==> config.mk <==
export PLATFORM = sky130hd
export DESIGN_NAME = exe_div
export DESIGN_NICKNAME = d
export VERILOG_FILES = /design/src/rtl/exe_div.sv
export SDC_FILE = /design/constraint.sdc
export NUM_CORES = 1
export LEC_CHECK = 0
export CAP_MARGIN = 20
export CORE_ASPECT_RATIO = 0.8
export CORE_MARGIN = 10
export CORE_UTILIZATION = 40
export CTS_BUF_LIST = sky130_fd_sc_hd__clkbuf_16
export DETAILED_ROUTE_END_ITERATION = 10
export PLACE_DENSITY = 0.69
export SLEW_MARGIN = 20
export SYNTH_ARGS = -nofsm -noshare
export SYNTH_HDL_FRONTEND = slang
export SYNTH_SLANG_ARGS = --single-unit
==> constraint.sdc <==
create_clock -name clk_i -period 10.95 [get_ports clk_i]
set_input_delay 2.19 -clock clk_i [delete_from_list [all_inputs] [get_ports clk_i]]
set_output_delay 2.19 -clock clk_i [all_outputs]
set_load 0.005 [all_outputs]
==> src/rtl/exe_div.sv <==
// exe_div: iterative restoring divider for RISC-V DIV/DIVU/REM/REMU in the EXE stage
module exe_div #(
    parameter int DATA_W = 32,
    parameter int CNT_W  = 6
) (
    input  logic              clk_i,
    input  logic              rst_n_i,
    input  logic [31:0]       inst_i,
    input  logic [DATA_W-1:0] op1_i,
    input  logic [DATA_W-1:0] op2_i,
    input  logic [4:0]        reg_waddr_i,
    input  logic              flush_i,
    output logic              stall_req_o,
    output logic              busy_o,
    output logic              done_o,
    output logic [DATA_W-1:0] result_o,
    output logic              reg_we_o,
    output logic [4:0]        reg_waddr_o
);
    typedef enum logic [1:0] {IDLE = 2'd0, CALC = 2'd1, DONE = 2'd2} state_e;

    state_e              state_q, state_d;
    logic [CNT_W-1:0]    cnt_q, cnt_d;
    logic [DATA_W-1:0]   rem_q, rem_d, quo_q, quo_d, dvs_q, dvs_d;
    logic [DATA_W-1:0]   spec_val_q, spec_val_d, result_q, result_d;
    logic                sq_q, sq_d, sr_q, sr_d, want_rem_q, want_rem_d, spec_q, spec_d;
    logic [4:0]          waddr_q, waddr_d;

    logic [2:0]          funct3;
    logic                is_div, is_signed, start, div_zero, overflow;
    logic [DATA_W-1:0]   min_neg, abs1, abs2, res_calc, res_fin;
    logic [DATA_W:0]     rem_sh;
    logic [DATA_W+1:0]   trial;
    logic                unused_inst;

    assign funct3      = inst_i[14:12];
    assign unused_inst = ^{inst_i[24:15], inst_i[11:7]};
    assign is_div      = (inst_i[6:0] == 7'b0110011) && (inst_i[31:25] == 7'b0000001) && funct3[2];
    assign is_signed   = ~funct3[0];
    assign start       = (state_q == IDLE) && is_div && !flush_i;
    assign min_neg     = {1'b1, {(DATA_W-1){1'b0}}};
    assign div_zero    = (op2_i == '0);
    assign overflow    = is_signed && (op1_i == min_neg) && (&op2_i);
    assign abs1        = (is_signed && op1_i[DATA_W-1]) ? -op1_i : op1_i;
    assign abs2        = (is_signed && op2_i[DATA_W-1]) ? -op2_i : op2_i;

    // The partial remainder can reach 2*divisor-1, so the shifted value and the trial keep extra bits
    assign rem_sh      = {rem_q, quo_q[DATA_W-1]};
    assign trial       = {1'b0, rem_sh} - {2'b00, dvs_q};
    assign res_calc    = want_rem_q ? (sr_q ? -rem_q : rem_q) : (sq_q ? -quo_q : quo_q);
    assign res_fin     = spec_q ? spec_val_q : res_calc;

    assign busy_o      = (state_q != IDLE);
    assign done_o      = (state_q == DONE) && !flush_i;
    assign reg_we_o    = done_o;
    assign stall_req_o = rst_n_i && (start || ((state_q == CALC) && !flush_i));
    assign result_o    = done_o ? res_fin : result_q;
    assign reg_waddr_o = waddr_q;

    // Next-state logic: capture operands at start, one quotient bit per CALC cycle
    always_comb begin
        state_d    = state_q;
        cnt_d      = cnt_q;
        rem_d      = rem_q;
        quo_d      = quo_q;
        dvs_d      = dvs_q;
        sq_d       = sq_q;
        sr_d       = sr_q;
        want_rem_d = want_rem_q;
        spec_d     = spec_q;
        spec_val_d = spec_val_q;
        waddr_d    = waddr_q;
        result_d   = result_q;
        case (state_q)
            IDLE: begin
                if (start) begin
                    rem_d      = '0;
                    quo_d      = abs1;
                    dvs_d      = abs2;
                    sq_d       = is_signed & (op1_i[DATA_W-1] ^ op2_i[DATA_W-1]);
                    sr_d       = is_signed & op1_i[DATA_W-1];
                    want_rem_d = funct3[1];
                    waddr_d    = reg_waddr_i;
                    spec_d     = div_zero | overflow;
                    spec_val_d = div_zero ? (funct3[1] ? op1_i : '1) : (funct3[1] ? '0 : min_neg);
                    cnt_d      = CNT_W'(DATA_W);
                    state_d    = (div_zero | overflow) ? DONE : CALC;
                end
            end
            CALC: begin
                if (flush_i) begin
                    state_d = IDLE;
                end else begin
                    rem_d   = trial[DATA_W+1] ? rem_sh[DATA_W-1:0] : trial[DATA_W-1:0];
                    quo_d   = {quo_q[DATA_W-2:0], ~trial[DATA_W+1]};
                    cnt_d   = cnt_q - 1'b1;
                    state_d = (cnt_q == CNT_W'(1)) ? DONE : CALC;
                end
            end
            DONE: begin
                state_d  = IDLE;
                result_d = flush_i ? result_q : res_fin;
            end
            default: state_d = IDLE;
        endcase
    end

    // State and datapath registers, cleared asynchronously
    always_ff @(posedge clk_i or negedge rst_n_i) begin
        if (!rst_n_i) begin
            state_q    <= IDLE;
            cnt_q      <= '0;
            rem_q      <= '0;
            quo_q      <= '0;
            dvs_q      <= '0;
            sq_q       <= 1'b0;
            sr_q       <= 1'b0;
            want_rem_q <= 1'b0;
            spec_q     <= 1'b0;
            spec_val_q <= '0;
            waddr_q    <= '0;
            result_q   <= '0;
        end else begin
            state_q    <= state_d;
            cnt_q      <= cnt_d;
            rem_q      <= rem_d;
            quo_q      <= quo_d;
            dvs_q      <= dvs_d;
            sq_q       <= sq_d;
            sr_q       <= sr_d;
            want_rem_q <= want_rem_d;
            spec_q     <= spec_d;
            spec_val_q <= spec_val_d;
            waddr_q    <= waddr_d;
            result_q   <= result_d;
        end
    end
endmodule

==> flow_summary.toml <==
[status]
status = "completed"

[yosys]
synth_nets = 1678
synth_area_leaders = "dfrtp_1 36%, o21ai_0 8.9%, nand2_1 7.2%, xnor2_1 5.7%, a21oi_1 4.6%"
seq_area_frac_synth = 0.3596
yosys.area.top_type = "dfrtp_1"
synthArstFlopShare = 1.000
synth_common_cells = "237 x nand2_1, 218 x o21ai_0, 177 x dfrtp_1"
yosysTopAreaCellShare = 0.3596
synth-seq-cells = 177
synthDistinctLibCells = 67
synth_area_per_cell_um2 = 8.029
syn_area_um2 = 12320
synthFlopType = "dfrtp_1"
synth_cells = 1534
synth.most_common_cell = "nand2_1"
synth_edf_count = 0
yosys_warnings = 0

[timing]
rsz0062_at_grt = "false"
relSlewSlack = 0.2925
timing.final.crit_share = 0.6608
fin_skew_ns = 0.009552
maxSlewViolCount = 0
hold_violations = 0
period_minus_slack_ns = 7.236
setup_viol = 0
worst_pin_slew_ns = 1.061
clock.fmax_mhz = 138.2
tns_ns = 0

[grt]
grt_usage = 0.1876
grt_start_max_net_pins = 103
grt_pass1_vias = 10884
antenna_found_initial = 0
grt_overflow = 0
grt_pass1_wl_um = 58650

[clocking]
cts_resized = 0
htreeDepth = 4
clockBufferDepth = 2
cts_hold_buf = 0
cts_root_buf = "clkbuf_16"
cts.sinks = 177
clkTransAtPathRegs_ns = 0.06
cts_setup_buffers = 0
cts_made_buffers = 17
clk-insertion-delay-late_ns = 0.45
cts_tree = "yes"

[floorplanning]
io_pins = 145
die_w_um = 216.2
start_util = 0.4054
core_area_um2 = 30380
die_area_um2 = 38250
row_count = 57
die_y_um = 177.0

[drt]
drtAntennaViolNets = 0
num_vias = 11375
wirelength_um = 36110
dr.first_iter.drc_count = 801
firstDrtPassIters = 6
drc = 0
viasPerCell = 5.603
routedWlPerCell_um = 17.79

[place]
portBuffers = 129
hpwlAfterDp_um = 26220
gp_congestion = 0.8902
placed_cell_area_um2 = 13900

[worst_setup_path]
cp-start-kind = "input port"
required_ns = 8.76
worstPathArrival_ns = 5.05
worstSetupPathType = "input port to output pin"
timing.critical_path.to_type = "output pin"
critPathMaxFanout = 61

[power_and_ir_drop]
ir_worst_vdd_uv = 101.7
p_leak_nw = 5.817
p_per_area_nw_per_um2 = 102.2

[final_layout]
drive_gt1_frac = 0.04515
nFillCells = 2970
diodes = 0
area_growth_pct = 17.89
nets = 1749
design_area_um2 = 14520

[job]
maxCapViolCount = 0

[worst_hold_path]
hp-class = "flop to flop"
[placed cells by master (no fill, tap or decap), drive strengths merged, types with 38 or more instances in the layout]
| cell | Yosys | final |
|---|---|---|
| a21oi | 115 | 115 |
| clkdlybuf4s50 | 0 | 128 |
| dfrtp | 177 | 177 |
| ha | 39 | 39 |
| inv | 65 | 67 |
| nand2 | 237 | 237 |
| nor2 | 94 | 94 |
| o21ai | 220 | 220 |
| o31ai | 38 | 38 |
| xnor2 | 80 | 80 |
| xor2 | 62 | 62 |
[sequential cells by signal, summed over array words and instances (netlist names), 2 cells and up]
| signal | flops |
|---|---|
| spec_val_q | 32 |
| result_q | 32 |
| quo_q | 32 |
| rem_q | 32 |
| dvs_q | 32 |
| state_q | 2 |
| reg_waddr_o | 5 |
| cnt_q | 6 |
[path summary, 6_finish.rpt]
kind | from | endpoint | slack (ns) | depth (start not counted)
hold reg to reg | reg_waddr_o[4] | reg_waddr_o[4] | 0.46 | 2
setup reg to reg | rem_q[10] | rem_q[6] | 7.31 | 10
setup / recovery | inst_i[28] | stall_req_o | 3.71 | 7
hold / removal | reg_waddr_o[4] | reg_waddr_o[4] | 0.46 | 2
min in group asynchronous | rst_n_i | spec_val_q[24] | 1.86 | 1
max in group asynchronous | rst_n_i | dvs_q[6] | 7.85 | 2
[power by group]
part | leakage [nW] | internal [mW] | switching [mW] | total, mW
registers | 2.40 | 0.662 | 0.0156 | 0.678
logic | 3.13 | 0.0774 | 0.0900 | 0.167
clock network | 0.286 | 0.357 | 0.282 | 0.639
[area by class of cell]
| class | instances | area [um2] | area share |
|---|---|---|---|
| clock buffers | 17 | 425.4 | 0.02930 |
| clock inverters | 14 | 166.4 | 0.01146 |
| inverters | 65 | 244.0 | 0.01680 |
| multi-input cells | 1200 | 7308 | 0.5033 |
| flip-flops and latches | 177 | 4431 | 0.3051 |
| well taps | 413 | 516.7 | 0.03559 |
| repair buffers | 144 | 1429 | 0.09841 |
[worst max-delay path, cell delays in order]
cell	delay [ns]
clkdlybuf4s50_1	0.39
nor4b_1	0.32
nand3_1	0.17
or4_4	0.75
nand2_1	0.48
and2_1	0.20
clkdlybuf4s50_1	0.51
[logic make-up after synthesis]
group | count (synthesis) | synth area share
buffers and inverters | 157 | 0.04927
XOR/XNOR | 142 | 0.1010
AND/OR/NAND/NOR | 492 | 0.1833
adder cells (fa/ha/maj) | 40 | 0.04124
AO/OA/AOI/OAI | 493 | 0.2387
multiplexers | 33 | 0.02692
flip-flops | 177 | 0.3596
[per-stage QoR]
step	hold slack [ns]	worst slack (ns)	util	power, mW	std cells
floorplan	0.4423	5.163	-	0.7746	1534
global placement	0.4495	3.676	0.4574	0.8532	1998
detailed placement	0.4557	3.681	0.4574	0.8562	1998
CTS	0.4703	3.674	0.4769	1.492	2029
global route	0.5053	3.559	0.4779	1.541	2030
finish	0.4637	3.714	0.4779	1.484	2030
[metal layers]
layer	vias to the layer above	global-route usage	routed length [um]
li1	5578	-	-
met1	5459	0.2542	16810
met2	298	0.2943	16300
met3	40	0.04441	2370
met4	0	0.04943	629
met5	-	0	0
Note: power is estimated with default switching activity, not from simulation.
